[src/rtl/phy_pkg.sv]
// Shared PHY constants for the TX mux and the RX demux: lane width, idle fill
// byte, lane counts and slot-phase encoding.
package phy_pkg;

    localparam int DW          = 8;
    localparam int N_PAR_LANES = 4;
    localparam int N_SER_LANES = 2;

    localparam logic [7:0] IDLE_BYTE = 8'hBC;

    localparam logic PH_EVEN = 1'b0;
    localparam logic PH_ODD  = 1'b1;

endpackage

[src/rtl/mux_l1_slice.sv]
// One 2:1 time-slice of the first-level TX mux: even lane passes straight to the
// output register, odd lane is parked in a hold register for the next slot.
module mux_l1_slice
    import phy_pkg::*;
#(
    parameter int             DW        = phy_pkg::DW,
    parameter bit             IDLE_FILL = 1'b0,
    parameter logic [DW-1:0]  IDLE_VAL  = {DW{1'b0}}
) (
    input  logic          clk_2f,
    input  logic          rst_n,
    input  logic          srst,
    input  logic          phase,
    input  logic [DW-1:0] data_even,
    input  logic          valid_even,
    input  logic [DW-1:0] data_odd,
    input  logic          valid_odd,
    output logic [DW-1:0] data_out,
    output logic          valid_out
);

    logic [DW-1:0] hold_data_r;
    logic          hold_valid_r;
    logic [DW-1:0] out_data_r;
    logic          out_valid_r;

    logic [DW-1:0] hold_data_nxt_s;
    logic          hold_valid_nxt_s;
    logic [DW-1:0] slot_data_s;
    logic          slot_valid_s;
    logic [DW-1:0] out_data_nxt_s;

    // Select the lane owning this slot and park the odd lane on the even edge
    always_comb begin
        hold_data_nxt_s  = hold_data_r;
        hold_valid_nxt_s = hold_valid_r;
        slot_data_s      = hold_data_r;
        slot_valid_s     = hold_valid_r;
        if (phase == PH_EVEN) begin
            hold_data_nxt_s  = data_odd;
            hold_valid_nxt_s = valid_odd;
            slot_data_s      = data_even;
            slot_valid_s     = valid_even;
        end else begin
            slot_data_s      = hold_data_r;
            slot_valid_s     = hold_valid_r;
        end
    end

    // An empty slot either keeps the previous byte or shows the idle pattern
    always_comb begin
        out_data_nxt_s = out_data_r;
        if (slot_valid_s) begin
            out_data_nxt_s = slot_data_s;
        end else if (IDLE_FILL) begin
            out_data_nxt_s = IDLE_VAL;
        end else begin
            out_data_nxt_s = out_data_r;
        end
    end

    // Hold and output registers
    always_ff @(posedge clk_2f or negedge rst_n) begin
        if (!rst_n) begin
            hold_data_r  <= {DW{1'b0}};
            hold_valid_r <= 1'b0;
            out_data_r   <= {DW{1'b0}};
            out_valid_r  <= 1'b0;
        end else if (srst) begin
            hold_data_r  <= {DW{1'b0}};
            hold_valid_r <= 1'b0;
            out_data_r   <= {DW{1'b0}};
            out_valid_r  <= 1'b0;
        end else begin
            hold_data_r  <= hold_data_nxt_s;
            hold_valid_r <= hold_valid_nxt_s;
            out_data_r   <= out_data_nxt_s;
            out_valid_r  <= slot_valid_s;
        end
    end

    assign data_out  = out_data_r;
    assign valid_out = out_valid_r;

endmodule

[src/rtl/mux_l1_tx.sv]
// TX first-level lane mux: four frame-rate byte lanes onto two double-rate lanes.
// Define MUX_L1_IDLE_FILL_EN to send IDLE_BYTE in empty slots instead of holding.
module mux_l1_tx
    import phy_pkg::*;
#(
    parameter int                 DW        = phy_pkg::DW,
    parameter logic [DW-1:0]      IDLE_BYTE = phy_pkg::IDLE_BYTE
) (
    input  logic          clk_2f,
    input  logic          reset_L,
    input  logic [DW-1:0] data_0,
    input  logic [DW-1:0] data_1,
    input  logic [DW-1:0] data_2,
    input  logic [DW-1:0] data_3,
    input  logic          valid_0,
    input  logic          valid_1,
    input  logic          valid_2,
    input  logic          valid_3,
    output logic [DW-1:0] data_00,
    output logic [DW-1:0] data_11,
    output logic          valid_00,
    output logic          valid_11,
    output logic          phase
);

`ifdef MUX_L1_IDLE_FILL_EN
    localparam bit IDLE_FILL_EN = 1'b1;
`else
    localparam bit IDLE_FILL_EN = 1'b0;
`endif

    logic phase_r;
    logic srst_s;

    // No soft-reset source exists at this level; the slices still honour one
    assign srst_s = 1'b0;

    // Slot phase: first edge after reset is the even-lane load edge
    always_ff @(posedge clk_2f or negedge reset_L) begin
        if (!reset_L) begin
            phase_r <= PH_EVEN;
        end else if (srst_s) begin
            phase_r <= PH_EVEN;
        end else begin
            phase_r <= ~phase_r;
        end
    end

    assign phase = phase_r;

    mux_l1_slice #(
        .DW        (DW),
        .IDLE_FILL (IDLE_FILL_EN),
        .IDLE_VAL  (IDLE_BYTE)
    ) u_slice_a (
        .clk_2f     (clk_2f),
        .rst_n      (reset_L),
        .srst       (srst_s),
        .phase      (phase_r),
        .data_even  (data_0),
        .valid_even (valid_0),
        .data_odd   (data_1),
        .valid_odd  (valid_1),
        .data_out   (data_00),
        .valid_out  (valid_00)
    );

    mux_l1_slice #(
        .DW        (DW),
        .IDLE_FILL (IDLE_FILL_EN),
        .IDLE_VAL  (IDLE_BYTE)
    ) u_slice_b (
        .clk_2f     (clk_2f),
        .rst_n      (reset_L),
        .srst       (srst_s),
        .phase      (phase_r),
        .data_even  (data_2),
        .valid_even (valid_2),
        .data_odd   (data_3),
        .valid_odd  (valid_3),
        .data_out   (data_11),
        .valid_out  (valid_11)
    );

endmodule

[config.mk]
export PLATFORM = sky130hd
export DESIGN_NAME = mux_l1_tx
export DESIGN_NICKNAME = d
export VERILOG_FILES = /design/src/rtl/phy_pkg.sv /design/src/rtl/mux_l1_slice.sv /design/src/rtl/mux_l1_tx.sv
export SDC_FILE = /design/constraint.sdc
export NUM_CORES = 1
export LEC_CHECK = 0
export CAP_MARGIN = 40
export CORE_MARGIN = 4
export CORE_UTILIZATION = 48
export CTS_BUF_LIST = sky130_fd_sc_hd__clkbuf_8 sky130_fd_sc_hd__clkbuf_16
export DETAILED_ROUTE_END_ITERATION = 10
export PLACE_DENSITY = 0.85
export SETUP_SLACK_MARGIN = 0.3
export SLEW_MARGIN = 0
export SYNTH_ARGS = -nofsm -noshare
export SYNTH_HDL_FRONTEND = slang
export SYNTH_SLANG_ARGS = --single-unit
[constraint.sdc]
create_clock -name clk_2f -period 1.5 [get_ports clk_2f]
set_input_delay 0.225 -clock clk_2f [delete_from_list [all_inputs] [get_ports clk_2f]]
set_output_delay 0.225 -clock clk_2f [all_outputs]
set_load 0.005 [all_outputs]
* Word level (Yosys, flattened, before mapping) *
Index checks and enable logic that the tools add are counted.

storage, ports and cells
  bits in registers = 37
  output and inout bits = 19

cells by class
  multiplexer cells = 4
  bitwise operators = 1

operator list
  cell               count
  8-bit two-way mux  2
  1-bit two-way mux  2
  1-bit NOT          1

* Longest topological paths before layout *
Gate-level depths: netlist of run 1.

  depth in word-level cells = 1
  gate-level depth with buffers = 3
  depth with buffers taken out = 2

* Hierarchy *
A second synthesis of run 1 with hierarchy kept.

second synthesis, totals
  cells, all modules = 137
  area total of the unflattened synthesis = 1729.2 um^2

by module, submodules not included
  module        instances  cells an instance  area each (um^2)  seq. area each (um^2)
  mux_l1_slice  2          67                 848.3             450.4
  mux_l1_tx     1          3                  32.5              25.0

* Worst setup path before layout of run 1 *
No wires, ideal clock.

  kind = flip-flop to flip-flop
  start point = register phase_r, in the netlist phase
  end point = register u_slice_a.hold_data_r[0]
  library setup time = 0.125 ns
  arrival time = 0.880 ns
  data required time = 1.375 ns
  path slack = 0.495 ns
  cell stages (with the launch flop) = 3
  path buffers = 1
  period minus slack after synthesis = 1.005 ns
  path through = dfrtp_1 buf_6 mux2_2

RTL lines
  what                    line                RTL
  from (decl)             mux_l1_tx.sv:32     logic phase_r;
  from (signal assigned)  mux_l1_tx.sv:45     phase_r <= ~phase_r;
  to (signal assigned)    mux_l1_slice.sv:65  hold_data_r <= {DW{1'b0}};
  to (signal assigned)    mux_l1_slice.sv:70  hold_data_r <= {DW{1'b0}};
  to (signal assigned)    mux_l1_slice.sv:75  hold_data_r <= hold_data_nxt_s;
  to (decl)               mux_l1_slice.sv:22  logic [DW-1:0] hold_data_r;

No word-level cell between the ends.

* Worst setup path in the final report of run 1 *
  start point = register phase_r, in the netlist phase
  end point = register u_slice_b.hold_data_r[3]

RTL lines
  what                  line
  to (signal assigned)  mux_l1_slice.sv:65
  to (signal assigned)  mux_l1_slice.sv:70
  to (signal assigned)  mux_l1_slice.sv:75
  to (decl)             mux_l1_slice.sv:22

No word-level cell between the ends.

==> results of run 1 <==
critical path: stages (launching register included):
cell	delay (ns)
dfrtp_1	0.35
buf_4	0.11
buf_6	0.12
buf_4	0.17
mux2_2	0.34
per-layer routing:
layer / track usage / up-vias / part of all wire / wire length, um
met3: 0.0566 / 6 / 0.055 / 224
met5: 0 / - / 0 / 0
li1: - / 584 / - / -
met4: 0.0532 / 0 / 0.012 / 50
met2: 0.300 / 37 / 0.52 / 2110
met1: 0.233 / 620 / 0.41 / 1660
repair_timing:
action | in CTS | in global routing
endpoints found under the hold margin | 21 | 0
hold buffers | 1 | 0
cloned | 0 | 2
buffers inserted | 13 | 3
resized for setup | 19 | 9
endpoints found under the setup margin | 19 | 14
layout make-up:
cell class / instances / area [um2]
fill: 219 / 803
sequential: 37 / 927
tap: 46 / 57.6
multi-input combinational: 70 / 688
inverter: 5 / 18.8
clock buffer: 6 / 82.6
clock inverter: 2 / 13.8
timing repair buffer: 81 / 798
synthesized netlist by cell type:
cell type  number  area share
mux2i_1        48        0.28
dfrtp_1        37        0.54
mux2_2         16        0.11
inv_1           5       0.011
buf_4           4       0.018
o21ai_0         4       0.012
buf_6           2       0.013
nand2_1         2      0.0044
buf_12          1       0.012
buf_2           1      0.0029
power breakdown:
part | switching, mW | internal [mW] | total [mW]
logic | 0.138 | 0.267 | 0.405
clock network | 0.351 | 0.372 | 0.723
registers | 0.0514 | 1.07 | 1.12
state kept, by name (all words and copies together), names as in the netlist:
register	count
u_slice_b.hold_data_r	8
phase	1
u_slice_b.valid_out	1
u_slice_a.hold_data_r	8
u_slice_b.hold_valid_r	1
u_slice_a.hold_valid_r	1
u_slice_b.data_out	8
u_slice_a.valid_out	1
u_slice_a.data_out	8
kinds of logic (layout without fill, tap and decap cells):
group	Yosys count	after routing	share of synthesized area
flops	37	37	0.541
simple gates	2	2	0.00439
compound gates	4	4	0.0117
buf+inv	13	94	0.0563
mux	64	64	0.386
how the worst min path moves through the flow:
stage / endpoint / startpoint / slack, ns
after detailed placement: u_slice_b.hold_data_r[6] / reset_L / 0.22
after global routing: u_slice_b.hold_data_r[6] / reset_L / 0.49
final: u_slice_b.hold_data_r[6] / reset_L / 0.44
after global placement: u_slice_b.hold_data_r[6] / reset_L / 0.21
after floorplan: phase / reset_L / -0.07
after CTS: u_slice_b.hold_data_r[6] / reset_L / 0.44
==> impl_metrics.csv, run 1 <==
group,metric,value,unit
clock_tree,clockBufferDepth,2,
critical_path,critical_path_class,"flop to flop",
floorplanning,start_util,0.505,
yosys,syn_area_per_cell,14.3,um2
power,p_leak,1.33,nW
floorplanning,core,0.00339,mm2
floorplanning,die_x,67.7,um
detailed_routing,wl_per_cell,16.4,um
detailed_routing,drc_errors,0,
finish,final_common_cell,"mux2i_1",
grt,antenna_found_initial,0,
critical_path,crit_required,1.67,ns
detailed_routing,detail-route-antenna-nets,0,
clock_tree,cts.clk_slew.worst_paths,0.07,ns
critical_path,arrival,1.38,ns
placement,gp_congestion,0.802,
timing,relSlewSlack,0.655,
clock_tree,clk_latency,0.28,ns
yosys,syn_area,0.00171,mm2
timing,clock_skew,0.00635,ns
finish,utilization,0.763,
placement,portBuffers,56,
timing,fin_tns_setup,0,ns
grt,grt_pass1_wl,6180,um
timing,setup_ws,0.287,ns
critical_path,worstSetupEndpoint,"u_slice_b.hold_data_r[3]",
power,vdd_ir_drop_max,0.000643,V
detailed_routing,wl,4040,um
timing,tightest_slew,0.517,ns
critical_path,cp-end-kind,"flop",
placement,place_ws,0.171,ns
grt,grt_pass1_vias,1310,
critical_path,rrSetupSlack,0.29,ns
yosys,synth_nets,158,
power,p_per_area,869,mW/mm2
timing,slew_viol_final,0,
clock_tree,numCtsBuffers,5,
finish,synthToLayoutAreaGrowth,51.2,%
grt,grt.total_usage,0.183,
clock_tree,htreeDepth,2,
critical_path,r2r_start,"phase",
critical_path,ff2ff_path_depth,4,
placement,placed_cells,220,
timing,hold_viol_final,0,
finish,post_route_cells_drive_above_1_share,0.249,
clock_tree,cts_tree,"done",
detailed_routing,dr.pass1.iters,4,
timing,period_needed,1.21,ns
finish,fin_cells,247,
timing,max_freq,824,MHz
timing,finalSetupViolations,0,
power,power,2.25,mW
critical_path,start_kind,"flop",
clock_tree,root_buffer,"clkbuf_8",
clock_tree,cts.sinks,37,
finish,n_antenna_cell,0,
finish,mostFrequentLayoutCells,"mux2i_1 (48), clkdlybuf4s50_1 (36), dfrtp_1 (36)",
timing,rsz0062_at_grt,"true",
yosys,yosysUniqueCellTypes,10,
timing,hold_ws,0.438,ns
floorplanning,rows,21,
floorplanning,ios,57,
detailed_routing,via_count,1247,
outcome,status,"finished clean",
timing,finalCritPeriodShare,0.809,
yosys,synth-seq-area-share,0.541,
run,maxCapViolations,0,
placement,placed_area,0.00232,mm2
yosys,yosysWarnings,0,
finish,nNetsFinal,238,
critical_path,r2r_end,"u_slice_b.hold_data_r[3]",
critical_path,crit_start,"phase",
detailed_routing,via_per_inst,5.05,
grt,grt-ovfl-total,0,
yosys,synth_cells,120,
finish,fin_area,0.00259,mm2
critical_path,critPathMaxFanout,7,
grt,grt_max_degree,33,
yosys,ys_ff_latch,37,
hold_path,hold_class,"input port to async pin",
detailed_routing,drt_iter0_drc,44,
floorplanning,die_y,67.7,um
floorplanning,dieArea,0.00458,mm2
placement,hpwl,2710,um
No activity file was read; power rests on OpenSTA's default activity.
==> run 2: changes to the inputs <==
- CORE_UTILIZATION: 48 -> 45
- PLACE_DENSITY: 0.85 -> 0.81
- clock period: 1.5 -> 1.3 ns (I/O delays scaled with it)
==> impl_metrics.csv, run 2 (synthesized netlist as in run 1, its figures left out) <==
group,metric,value,unit
outcome,status,"finished clean",
placement,hpwl,2640,um
critical_path,critical_path_class,"flop to flop",
clock_tree,clk_latency,0.28,ns
placement,portBuffers,56,
finish,nFillCells,233,
critical_path,worst_path_most_repeated_cell,"mux2i_1",
grt,grt_max_degree,20,
critical_path,cp_top_family,"flip-flops",
clock_tree,root_buffer,"clkbuf_8",
power,vdd_ir_drop_max,0.000806,V
clock_tree,cts.clk_slew.worst_paths,0.07,ns
timing,period_needed,1.17,ns
floorplanning,ios,57,
critical_path,r2r_end,"u_slice_a.data_out[4]",
critical_path,cp-end-kind,"flop",
finish,synthToLayoutAreaGrowth,61.3,%
detailed_routing,detail-route-antenna-nets,0,
critical_path,rrSetupSlack,0.13,ns
critical_path,critPathMaxFanout,9,
timing,fin_tns_setup,0,ns
timing,hold_viol_final,0,
floorplanning,rows,22,
critical_path,path_cells,"mux2i_1, mux2i_1",
finish,nNetsFinal,254,
clock_tree,htreeDepth,2,
critical_path,cp_num_buf_inv,0,
critical_path,crit_slowest_cell,"dfrtp_2",
timing,finalSetupViolations,0,
detailed_routing,wl,4750,um
floorplanning,dieArea,0.00485,mm2
clock_tree,clockBufferDepth,2,
timing,rsz0062_at_grt,"true",
critical_path,critical-path-max-stage-delay,0.57,ns
finish,post_route_cells_drive_above_1_share,0.398,
timing,clock_skew,0.00236,ns
floorplanning,start_util,0.467,
timing,slew_viol_final,0,
hold_path,hold_class,"input port to async pin",
finish,multi_input_comb_area,709,um2
detailed_routing,wl_per_cell,18.0,um
finish,mostFrequentLayoutCells,"mux2i_1 (47), clkdlybuf4s50_1 (35), dfrtp_1 (34)",
clock_tree,numCtsBuffers,5,
grt,grt_pass1_vias,1390,
clock_tree,cts.sinks,37,
floorplanning,core,0.00366,mm2
power,p_per_area,941,mW/mm2
finish,seq_area,930,um2
timing,tightest_slew,0.447,ns
placement,gp_congestion,0.714,
timing,setup_ws,0.131,ns
detailed_routing,drt_iter0_drc,80,
floorplanning,die_x,69.7,um
critical_path,r2r_start,"u_slice_a.hold_valid_r",
detailed_routing,via_per_inst,5.06,
grt,grt_pass1_wl,6800,um
placement,place_ws,0.0114,ns
timing,relSlewSlack,0.702,
timing,max_freq,855,MHz
detailed_routing,via_count,1335,
critical_path,ff2ff_path_depth,2,
detailed_routing,drc_errors,0,
floorplanning,die_y,69.7,um
power,p_leak,1.46,nW
finish,final_common_cell,"mux2i_1",
clock_tree,cts_tree,"done",
detailed_routing,dr.pass1.iters,4,
grt,grt.total_usage,0.175,
timing,finalCritPeriodShare,0.900,
finish,n_antenna_cell,0,
critical_path,crit_required,1.45,ns
grt,antenna_found_initial,0,
grt,grt-ovfl-total,0,
run,maxCapViolations,0,
critical_path,start_kind,"flop",
critical_path,arrival,1.32,ns
-- run 2: area by class of cell --
class	instances	area share
clock inverter	1	0.00136
tap	48	0.0218
inverter	5	0.00680
sequential	37	0.337
clock buffer	6	0.0299
timing repair buffer	97	0.346
multi-input combinational	70	0.257
-- run 2: repair_timing --
item                       4_1_cts  5_1_grt
setup buffers                   20        9
hold endpoints to repair        18        0
hold buffers                     1        0
setup endpoints to repair       51       51
resized for setup               82       19
gates cloned                     2        2
-- run 2: worst max-delay path by stage --
stage          slack (ns)                  endpoint                   start  cells after the start
5_1_grt              0.08     u_slice_a.data_out[4]  u_slice_a.hold_valid_r                      2
6_report             0.13     u_slice_a.data_out[4]  u_slice_a.hold_valid_r                      2
3_3_place_gp         0.07     u_slice_a.data_out[3]                 valid_0                      4
2_1_floorplan        0.30  u_slice_a.hold_data_r[0]                   phase                      2
4_1_cts              0.18  u_slice_b.hold_data_r[2]                   phase                      3
3_5_place_dp         0.01     u_slice_a.data_out[5]                 valid_0                      4
-- run 2: power by group --
part           internal, mW  leakage (nW)  switching (mW)  total [mW]
clock network         0.413        0.0485           0.387       0.800
logic                 0.320         0.989           0.179       0.499
registers              1.23         0.427          0.0641        1.30
-- run 2: per-stage QoR --
step / std cells / area (um2) / hold slack (ns) / power, mW / util
after global routing: 264 / 2760 / 0.437 / 2.71 / 0.754
after global placement: 223 / 2340 / 0.150 / 1.73 / 0.639
final: 264 / 2760 / 0.391 / 2.60 / 0.754
after detailed placement: 223 / 2340 / 0.162 / 1.75 / 0.639
after floorplan: 120 / 1710 / -0.101 / 1.46 / -
after CTS: 253 / 2580 / 0.397 / 2.55 / 0.705
-- run 2: worst reg2reg max path: stages, from the launching register on --
cell and delay, ns:
dfrtp_2 0.57, mux2i_1 0.33, mux2i_1 0.14
-- run 2: metal layers --
metal | GRT usage | wire length, um | vias up
li1 | - | - | 616
met1 | 0.203 | 1880 | 669
met2 | 0.320 | 2610 | 38
met3 | 0.0478 | 182 | 12
met4 | 0.0426 | 76 | 0
met5 | 0 | 0 | -
==> run 3: changes to the inputs <==
- CTS_CLUSTER_SIZE: not set -> 30
==> results of run 3 <==
The final DEF is identical to that of run 2; final timing and power are the same.
